**src/rtl/sys_ctrl_rx_decoder.sv**
```systemverilog
// sys_ctrl_rx_decoder
// -------------------
// Command decoder between the UART RX synchronizer and the register file /
// ALU. Collects command frames from validated RX bytes and issues register
// write/read strobes, ALU start pulses and the ALU clock-gate enable.
//
// Frames:
//   RF_WR_CMD     addr data      -> WrEn pulse (Address, WrData)
//   RF_RD_CMD     addr           -> RdEn pulse once RSP_BUSY is low
//   ALU_W_OP_CMD  opA opB fun    -> WrEn to OPA_ADDR, WrEn to OPB_ADDR, ALU run
//   ALU_W_NOP_CMD fun            -> ALU run on the operands already stored
//
// Ports:
//   REF_CLK, RST      clock, synchronous active-high reset
//   RX_P_DATA         synchronized RX byte
//   RX_D_VLD          one-cycle pulse, RX_P_DATA valid
//   RSP_BUSY          response/TX path cannot take a read or ALU result
//   ALU_OUT_VLD       ALU result valid pulse
//   WrEn, RdEn        register write / read strobes (one cycle)
//   Address, WrData   register address / write data (held between strobes)
//   ALU_EN, ALU_FUN   ALU start pulse and function code
//   CLK_EN            ALU clock-gate enable
//   CMD_ERR           pulse: unknown command byte (or frame timeout)
//   OVR_ERR           pulse: byte dropped while not accepting
//   dbg_state_o       current FSM state, for checkers
//
// Handshake: RX_D_VLD is a valid-only interface with no ready back-pressure.
// A byte is consumed on every REF_CLK edge where RX_D_VLD=1; if the decoder
// is in an issue/wait state the byte is discarded and OVR_ERR reports it.
//
// Optional build macro: FRAME_TIMEOUT_EN adds an inter-byte timeout of
// TIMEOUT_CYCLES in the collecting states (abort to IDLE with CMD_ERR).
// Without it, collecting states wait indefinitely.

module sys_ctrl_rx_decoder #(
  parameter int unsigned                DATA_WIDTH     = 8,
  parameter int unsigned                ADDRESS_WIDTH  = 4,
  parameter logic [DATA_WIDTH-1:0]      RF_WR_CMD      = 8'hAA,
  parameter logic [DATA_WIDTH-1:0]      RF_RD_CMD      = 8'hBB,
  parameter logic [DATA_WIDTH-1:0]      ALU_W_OP_CMD   = 8'hCC,
  parameter logic [DATA_WIDTH-1:0]      ALU_W_NOP_CMD  = 8'hDD,
  parameter logic [ADDRESS_WIDTH-1:0]   OPA_ADDR       = 0,
  parameter logic [ADDRESS_WIDTH-1:0]   OPB_ADDR       = 1,
  parameter int unsigned                TIMEOUT_CYCLES = 65535
) (
  input  logic                     REF_CLK,
  input  logic                     RST,
  input  logic [DATA_WIDTH-1:0]    RX_P_DATA,
  input  logic                     RX_D_VLD,
  input  logic                     RSP_BUSY,
  input  logic                     ALU_OUT_VLD,
  output logic                     WrEn,
  output logic                     RdEn,
  output logic [ADDRESS_WIDTH-1:0] Address,
  output logic [DATA_WIDTH-1:0]    WrData,
  output logic                     ALU_EN,
  output logic [3:0]               ALU_FUN,
  output logic                     CLK_EN,
  output logic                     CMD_ERR,
  output logic                     OVR_ERR,
  output logic [3:0]               dbg_state_o
);

  typedef enum logic [3:0] {
    IDLE      = 4'd0,
    WR_ADDR   = 4'd1,
    WR_DATA   = 4'd2,
    ISSUE_WR  = 4'd3,
    RD_ADDR   = 4'd4,
    ISSUE_RD  = 4'd5,
    ALU_A     = 4'd6,
    ALU_B     = 4'd7,
    ALU_F     = 4'd8,
    ISSUE_ALU = 4'd9,
    WAIT_ALU  = 4'd10
  } state_e;

  state_e                   state_q;
  logic                     wr_en_q;
  logic                     rd_en_q;
  logic [ADDRESS_WIDTH-1:0] addr_q;
  logic [DATA_WIDTH-1:0]    wr_data_q;
  logic                     alu_en_q;
  logic [3:0]               alu_fun_q;
  logic                     clk_en_q;
  logic                     cmd_err_q;
  logic                     ovr_err_q;

`ifdef FRAME_TIMEOUT_EN
  localparam int unsigned TW = $clog2(TIMEOUT_CYCLES + 1);
  logic [TW-1:0] tmr_q;
  logic          collecting;

  // States where the decoder is waiting for the next byte of a frame.
  assign collecting = (state_q == WR_ADDR) || (state_q == WR_DATA) ||
                      (state_q == RD_ADDR) || (state_q == ALU_A)   ||
                      (state_q == ALU_B)   || (state_q == ALU_F);
`endif

  always_ff @(posedge REF_CLK) begin
    if (RST) begin
      state_q   <= IDLE;
      wr_en_q   <= 1'b0;
      rd_en_q   <= 1'b0;
      addr_q    <= '0;
      wr_data_q <= '0;
      alu_en_q  <= 1'b0;
      alu_fun_q <= '0;
      clk_en_q  <= 1'b0;
      cmd_err_q <= 1'b0;
      ovr_err_q <= 1'b0;
`ifdef FRAME_TIMEOUT_EN
      tmr_q     <= '0;
`endif
    end else begin
      // Pulse outputs default low; each is raised for exactly one cycle.
      wr_en_q   <= 1'b0;
      rd_en_q   <= 1'b0;
      alu_en_q  <= 1'b0;
      cmd_err_q <= 1'b0;
      ovr_err_q <= 1'b0;

      case (state_q)
        IDLE: begin
          if (RX_D_VLD) begin
            if (RX_P_DATA == RF_WR_CMD)          state_q <= WR_ADDR;
            else if (RX_P_DATA == RF_RD_CMD)     state_q <= RD_ADDR;
            else if (RX_P_DATA == ALU_W_OP_CMD)  state_q <= ALU_A;
            else if (RX_P_DATA == ALU_W_NOP_CMD) state_q <= ALU_F;
            else                                 cmd_err_q <= 1'b1;
          end
        end
        WR_ADDR: begin
          if (RX_D_VLD) begin
            addr_q  <= RX_P_DATA[ADDRESS_WIDTH-1:0];
            state_q <= WR_DATA;
          end
        end
        WR_DATA: begin
          // Strobe is raised here so it is visible in the ISSUE_WR cycle.
          if (RX_D_VLD) begin
            wr_data_q <= RX_P_DATA;
            wr_en_q   <= 1'b1;
            state_q   <= ISSUE_WR;
          end
        end
        ISSUE_WR: begin
          ovr_err_q <= RX_D_VLD;
          state_q   <= IDLE;
        end
        RD_ADDR: begin
          if (RX_D_VLD) begin
            addr_q  <= RX_P_DATA[ADDRESS_WIDTH-1:0];
            state_q <= ISSUE_RD;
          end
        end
        ISSUE_RD: begin
          ovr_err_q <= RX_D_VLD;
          if (!RSP_BUSY) begin
            rd_en_q <= 1'b1;
            state_q <= IDLE;
          end
        end
        ALU_A: begin
          if (RX_D_VLD) begin
            addr_q    <= OPA_ADDR;
            wr_data_q <= RX_P_DATA;
            wr_en_q   <= 1'b1;
            state_q   <= ALU_B;
          end
        end
        ALU_B: begin
          if (RX_D_VLD) begin
            addr_q    <= OPB_ADDR;
            wr_data_q <= RX_P_DATA;
            wr_en_q   <= 1'b1;
            state_q   <= ALU_F;
          end
        end
        ALU_F: begin
          // Clock gate opens on entry to ISSUE_ALU so the ALU is running
          // before ALU_EN arrives.
          if (RX_D_VLD) begin
            alu_fun_q <= RX_P_DATA[3:0];
            clk_en_q  <= 1'b1;
            state_q   <= ISSUE_ALU;
          end
        end
        ISSUE_ALU: begin
          ovr_err_q <= RX_D_VLD;
          if (!RSP_BUSY) begin
            alu_en_q <= 1'b1;
            state_q  <= WAIT_ALU;
          end
        end
        WAIT_ALU: begin
          ovr_err_q <= RX_D_VLD;
          if (ALU_OUT_VLD) begin
            clk_en_q <= 1'b0;
            state_q  <= IDLE;
          end
        end
        default: state_q <= IDLE;
      endcase

`ifdef FRAME_TIMEOUT_EN
      // Timer counts idle cycles inside a frame; any accepted byte or a
      // non-collecting state clears it. Expiry overrides the case above.
      if (collecting && !RX_D_VLD) begin
        if (tmr_q == TW'(TIMEOUT_CYCLES - 1)) begin
          tmr_q     <= '0;
          state_q   <= IDLE;
          cmd_err_q <= 1'b1;
        end else begin
          tmr_q <= tmr_q + 1'b1;
        end
      end else begin
        tmr_q <= '0;
      end
`endif
    end
  end

  assign WrEn        = wr_en_q;
  assign RdEn        = rd_en_q;
  assign Address     = addr_q;
  assign WrData      = wr_data_q;
  assign ALU_EN      = alu_en_q;
  assign ALU_FUN     = alu_fun_q;
  assign CLK_EN      = clk_en_q;
  assign CMD_ERR     = cmd_err_q;
  assign OVR_ERR     = ovr_err_q;
  assign dbg_state_o = state_q;

endmodule

```
**config.mk**
```make
export PLATFORM = sky130hd
export DESIGN_NAME = sys_ctrl_rx_decoder
export DESIGN_NICKNAME = d
export VERILOG_FILES = /design/src/rtl/sys_ctrl_rx_decoder.sv
export SDC_FILE = /design/constraint.sdc
export NUM_CORES = 1
export LEC_CHECK = 0
export ABC_AREA = 1
export BUFFER_PORTS_ARGS = -buffer_cell sky130_fd_sc_hd__buf_2
export CORE_MARGIN = 1.5
export CORE_UTILIZATION = 34
export DETAILED_ROUTE_END_ITERATION = 12
export SLEW_MARGIN = 10
export SYNTH_ARGS = -nofsm -noshare
export SYNTH_HDL_FRONTEND = slang
export SYNTH_SLANG_ARGS = --single-unit
```
**constraint.sdc**
```tcl
create_clock -name REF_CLK -period 1.8 [get_ports REF_CLK]
set_clock_uncertainty 0.05 [all_clocks]
set_input_delay 0.18 -clock REF_CLK [delete_from_list [all_inputs] [get_ports REF_CLK]]
set_output_delay 0.18 -clock REF_CLK [all_outputs]
set_load 0.05 [all_outputs]
```
==> results of run 1 <==
==> sequential cells by signal, summed over array words and instances (netlist names) <==
register	cells
CLK_EN	1
RdEn	1
WrData	8
WrEn	1
CMD_ERR	1
Address	4
OVR_ERR	1
ALU_EN	1
ALU_FUN	4
dbg_state_o	4
==> layer usage <==
layer,GRT usage,up-vias,wire length (µm)
met5,0,-,0
met4,0.04592,0,13
met3,0.02555,2,152
met2,0.2225,27,1348
met1,0.2235,560,1595
li1,-,717,-
==> kinds of logic (layout without fill, tap and decap cells) <==
group / Yosys count / after routing / share of synthesized area
AND/OR/NAND/NOR: 118 / 118 / 0.3899
buffers and inverters: 31 / 69 / 0.09768
AO/OA/AOI/OAI: 29 / 29 / 0.1290
flip-flops: 26 / 26 / 0.3834
==> area by class of cell <==
cell class                 instances  area (µm²)
clock buffer                       3       41.29
clock inverter                     1       30.03
fill                             414        2095
inverter                          27       102.6
multi-input combinational        147       704.4
sequential                        26       520.5
tap                               48       60.06
timing repair buffer              38       190.2
==> worst max-delay path: cells and delay by family (launching register included) <==
family,cells,cell delay [ns]
DFF,1,0.45
buffers and inverters,2,0.25
AOI/OAI and AO/OA,3,0.46
and+or+nand+nor,2,0.31
==> worst max-delay path by stage <==
stage | to | cells past startpoint | slack, ns | startpoint
detailed placement | WrData[6]$_SDFFE_PP0P_ | 6 | 0.22 | dbg_state_o[1]$_SDFFE_PP0P_
floorplan | WrData[2]$_SDFFE_PP0P_ | 8 | 0.03 | dbg_state_o[0]$_SDFFE_PP0P_
finish | WrData[0]$_SDFFE_PP0P_ | 7 | 0.18 | dbg_state_o[0]$_SDFFE_PP0P_
CTS | WrData[6]$_SDFFE_PP0P_ | 6 | 0.19 | dbg_state_o[1]$_SDFFE_PP0P_
global placement | WrData[0]$_SDFFE_PP0P_ | 7 | 0.20 | dbg_state_o[0]$_SDFFE_PP0P_
global route | WrData[6]$_SDFFE_PP0P_ | 7 | 0.005 | dbg_state_o[0]$_SDFFE_PP0P_
==> where the power goes <==
part	total (mW)	internal [mW]	switching, mW
Sequential	0.806	0.692	0.114
Clock	0.483	0.297	0.185
Combinational	1.53	0.435	1.09
Total	2.82	1.42	1.39
==> stage by stage <==
step | std cells | power, mW | hold slack, ns | instance area [µm²] | setup WS [ns]
after floorplan | 204 | 2.061 | 0.2068 | 1358 | 0.03126
after global placement | 286 | 2.342 | 0.3341 | 1578 | 0.1991
after detailed placement | 286 | 2.346 | 0.3362 | 1578 | 0.2171
after CTS | 290 | 2.840 | 0.04001 | 1649 | 0.1893
after global routing | 290 | 3.038 | 0.04902 | 1649 | 0.004979
final | 290 | 2.817 | 0.04682 | 1649 | 0.1762
==> placed cells by master, fill, tap and decap left out, types with 2 or more instances in the layout <==
cell type  netlist  layout
a21oi_1         15      15
a21oi_2          2       2
buf_2            0      38
clkbuf_8         0       3
dfxtp_1         26      26
inv_1           22      22
inv_2            4       4
nand2_1         45      45
nand2_2          4       4
nand3_1         16      16
nor2_1          39      39
nor2_2           4       4
nor2_4           5       5
nor3_1           4       4
o21ai_0          7       7
o21ai_2          2       2
==> impl_results.md, run 1 <==
- Status: complete, no violations
- Top cells by area, synth: dfxtp_1 (38%), nand2_1 (12%), nor2_1 (11%)
- Max-Cap Viols: 0
- Num ports: 39
- Synth Area per Inst: approximately 6.7 µm²
- Total GRT Usage: 0.1512
- Crit share post-route: 0.9021
- Diode count: 0
- Via density: roughly 4.5
- Share of cells above drive strength 1: 0.2686
- Worst Hold Depth: 2
- Hold Crit Endpoint: RdEn$_SDFF_PP0_
- Final min period: 1.624 ns
- H-tree levels: 1
- Final Slew Violations: 0
- Fmax: between 600 and 700 MHz
- Post-CTS Hold Buffers: 0
- Main flop type after synthesis: dfxtp_1
- Final Hold Fails: 0
- Post-CTS setup buffers: 0
- CTS Buffer Depth: 2
- CTS clk-pin slew, worst paths: 0.09 ns
- CTS Buf Count: 3
- Final ANT Viol Nets: 0
- Initial antenna violation count: 0
- Area grow syn2layout: 21.47%
- Final Setup Violations: 0
- CTS tree: done
- Yosys top cell area share: 0.3834
- Total global routing overflow: 0
- Net Count, Synth: 217
- Worst-path maximum fanout: 12
- Total core area: about 0.0037 mm²
- Critical-path cell list: inv_1 -> nand2_1 -> nor2_2 -> o21ai_4 -> inv_2 -> o21ai_0 -> a21oi_1
- Endpoint of the worst-slack reg-to-reg timing path: WrData[0]$_SDFFE_PP0P_
- Fin nets: 256
- Data required, critical path: 1.91 ns
- Largest stage delay on the critical path: 0.45 ns
- Slew margin rel.: 0.7479
- Clock latency at the later pin of the worst-skew pair: 0.27 ns
- Clock Sinks: 26
- Hold path startpoint: RSP_BUSY
- Initial Utilization: 0.3626
- Synth unique cells: 22
- R2R Setup Slk: 0.18 ns
- Fin util: 0.4405
- DP Wirelength: approximately 2400 µm
- Iteration-0 DRC Markers: 55
- Root cell of the clock tree: clkbuf_8
- Startpoint Class: register
- Most frequent cells after synthesis: nand2_1 (45), nor2_1 (39), dfxtp_1 (26), inv_1 (22), nand3_1 (16)
- Worst VDD drop: 0.6946 mV
- Die X: approximately 66 µm
- Die ar.: 0.004381 mm²
- Syn Inst Count: ~200
- Routability cong.: 0.8562
- CP endpoint kind: register
- Wirelength, routed: 3109 µm
- Number of global-route vias before repair: 1151
- Synth warnings: 0
- Worst Path Arrival: 1.74 ns
- Synth Register Bits: 26
- EDFF count, synth: 0
- Critical path start-end classification: reg -> reg
- Sequential area share after synthesis: 0.3834
- Cell Pwr Density: 1709 mW/mm²
- RSZ-0062 raised after global routing: false
- # rows: 22
- Count leader, synth: nand2_1
- DR WL/cell: around 11 µm
- Resize count post-CTS: 0
- FF-to-FF Start: dbg_state_o[0]$_SDFFE_PP0P_
- DRC errors left: 0
- Post-synth ARST share: 0
- First-pass GRT wire length: just over 5000 µm
- Setup TNS: 0 ns
- R2R depth: 7
- Largest area contributor in the netlist: dfxtp_1
- Largest net degree at the start of global routing: 16
- Drt pass-1 iters: 4
- DR vias: 1306
- Worst-Margin Slew: 0.3777 ns
- Static leakage: about 0.84 nW
- Class of the worst hold path: in -> reg
- CP max-delay cell: dfxtp_1
- Die extent in y: 66.19 µm
- Port-buffer cells: 38
- Synthesized cell area: 0.001358 mm²
No activity file was read; power rests on OpenSTA's default activity.
==> run 2, diff against run 1 <==
--- a/config.mk
+++ b/config.mk
@@ -10,6 +10,7 @@
 export CORE_MARGIN = 1.5
 export CORE_UTILIZATION = 34
 export DETAILED_ROUTE_END_ITERATION = 12
+export HOLD_SLACK_MARGIN = 0.05
 export SLEW_MARGIN = 10
 export SYNTH_ARGS = -nofsm -noshare
 export SYNTH_HDL_FRONTEND = slang
==> impl_results.md, run 2 (synthesis gave the netlist of run 1 again) <==
- CTS clk-pin slew, worst paths: 0.09 ns (about the same)
- Most frequent cells in the layout: nand2_1 (45), nor2_1 (39), buf_2 (38)
- Root cell of the clock tree: clkbuf_8
- Class of the worst hold path: in -> reg
- Iteration-0 DRC Markers: 47 (-15%)
- Die ar.: 0.004381 mm² (unchanged)
- Total core area: 0.003744 mm² (unchanged)
- Max FFs per register: 8 (unchanged)
- Cell Pwr Density: 1702 mW/mm² (-0.39%)
- Critical-path cell list: inv_1 -> nand2_1 -> nor2_2 -> o21ai_4 -> inv_2 -> o21ai_0 -> a21oi_1
- CTS Buf Count: 3 (unchanged)
- Status: complete, no violations
- R2R depth: 7 (unchanged)
- DR vias: 1314 (+0.61%)
- FF-to-FF Start: dbg_state_o[0]$_SDFFE_PP0P_
- Worst-Margin Slew: 0.3763 ns (-0.001397 ns)
- Setup TNS: 0 ns (unchanged)
- Die extent in y: 66.19 µm (unchanged)
- Clock Sinks: 26 (unchanged)
- Final setup margin: 0.1751 ns (-0.001020 ns)
- Diode count: 0 (unchanged)
- Worst-path maximum fanout: 12 (unchanged)
- DR WL/cell: 10.72 µm (about the same)
- Worst path bufs/invs: 2 (unchanged)
- Hold Crit Endpoint: WrData[6]$_SDFFE_PP0P_
- CTS tree: done
- DRC errors left: 0 (unchanged)
- Die X: 66.19 µm (unchanged)
- Fin util: 0.4432 (+0.002674)
- RSZ-0062 raised after global routing: false
- Critical path start-end classification: reg -> reg
- # rows: 22 (unchanged)
- Total GRT Usage: 0.1519 (+0.0007133)
- Port-buffer cells: 38 (unchanged)
- Max-Cap Viols: 0 (unchanged)
- Largest delay share family, worst path: compound AO/OA/AOI/OAI gates
- Total global routing overflow: 0 (unchanged)
- CTS Buffer Depth: 2 (unchanged)
- Drt pass-1 iters: 4 (unchanged)
- Initial antenna violation count: 0 (unchanged)
- Final Hold Fails: 0 (unchanged)
- Via density: 4.515 (+0.27%)
- Pre-CTS WS: 0.2171 ns (unchanged)
- Number of global-route vias before repair: 1156 (+0.43%)
- Largest stage delay on the critical path: 0.45 ns (about the same)
- Num ports: 39 (unchanged)
- Share of cells above drive strength 1: 0.2675 (-0.001105)
- Data required, critical path: 1.92 ns (about the same)
- H-tree levels: 1 (unchanged)
- Routability cong.: 0.8562 (unchanged)
- Final Slew Violations: 0 (unchanged)
- Clock latency at the later pin of the worst-skew pair: 0.27 ns (about the same)
- Hold path startpoint: RX_P_DATA[6]
- Post-CTS setup buffers: 0 (unchanged)
- Initial Utilization: 0.3626 (unchanged)
- Fin nets: 257 (+0.39%)
- Final min period: 1.625 ns (+0.001020 ns)
- Endpoint of the worst-slack reg-to-reg timing path: WrData[0]$_SDFFE_PP0P_
- CP endpoint kind: register
- Largest net degree at the start of global routing: 16 (unchanged)
- DP Wirelength: 2417 µm (unchanged)
- Worst VDD drop: 0.6948 mV (about the same)
- Final ANT Viol Nets: 0 (unchanged)
- Area grow syn2layout: 22.21%
- Wirelength, routed: 3120 µm (+0.35%)
- Worst Path Arrival: 1.74 ns (about the same)
- R2R Setup Slk: 0.18 ns (about the same)
- Static leakage: 0.8460 nW (+0.50%)
- CP max-delay cell: dfxtp_1
- Final Setup Violations: 0 (unchanged)
- Commonest non-fill, non-tap cell in the layout: nand2_1
- Worst Hold Depth: 3 (+1)
- Hold Slack: 0.1348 ns (+0.08797 ns)
- First-pass GRT wire length: 5168 µm (+0.54%)
- Crit share post-route: 0.9027 (about the same)
- Startpoint Class: register
- CP Launch Point: dbg_state_o[0]$_SDFFE_PP0P_
- Slew margin rel.: 0.7488 (+0.0009320)
- Fmax: 615.4 MHz (about the same)
run 2: layer usage:
| metal | global-route usage | vias to the layer above | wire length (µm) |
|---|---|---|---|
| met5 | 0 | - | 0 |
| met4 | 0.04592 | 0 | 13 |
| met2 | 0.2238 | 29 | 1335 |
| met1 | 0.2246 | 564 | 1615 |
| met3 | 0.02555 | 2 | 156 |
| li1 | - | 719 | - |
run 2: worst max path at each step:
stage	slack, ns	end	cells past startpoint
global route	0.005	WrData[6]$_SDFFE_PP0P_	7
finish	0.18	WrData[0]$_SDFFE_PP0P_	7
CTS	0.19	WrData[6]$_SDFFE_PP0P_	6
detailed placement	0.22	WrData[6]$_SDFFE_PP0P_	6
floorplan	0.03	WrData[2]$_SDFFE_PP0P_	8
global placement	0.20	WrData[0]$_SDFFE_PP0P_	7
run 2: timing repair:
| item | 4_1_cts | 5_1_grt |
|---|---|---|
| endpoints found under the hold margin | 2 | 0 |
| resized for setup | 0 | 0 |
| setup endpoints to repair | 0 | 0 |
| hold buffers | 1 | 0 |
run 2: cell type report:
type / count / area [µm²]
Sequential cell: 26 / 520.5
Inverter: 27 / 102.6
Timing Repair Buffer: 39 / 200.2
Multi-Input combinational cell: 147 / 704.4
Fill cell: 413 / 2085
Clock inverter: 1 / 30.03
Tap cell: 48 / 60.06
Clock buffer: 3 / 41.29
run 2: power breakdown:
part / total (mW) / internal (mW) / switching, mW
registers: 0.806 / 0.692 / 0.114
logic: 1.53 / 0.436 / 1.09
clock network: 0.487 / 0.298 / 0.190
total: 2.82 / 1.43 / 1.40
run 2: worst min-delay path, stage by stage:
cell	delay [ns]
buf_2	0.12
inv_1	0.06
a21oi_1	0.06
run 2: per-stage QoR:
| step | std cells | total power [mW] | area, µm² |
|---|---|---|---|
| 6_report | 291 | 2.823 | 1659 |
| 5_1_grt | 291 | 3.040 | 1659 |
| 4_1_cts | 291 | 2.842 | 1659 |
| 3_5_place_dp | 286 | 2.346 | 1578 |
| 3_3_place_gp | 286 | 2.342 | 1578 |
| 2_1_floorplan | 204 | 2.061 | 1358 |
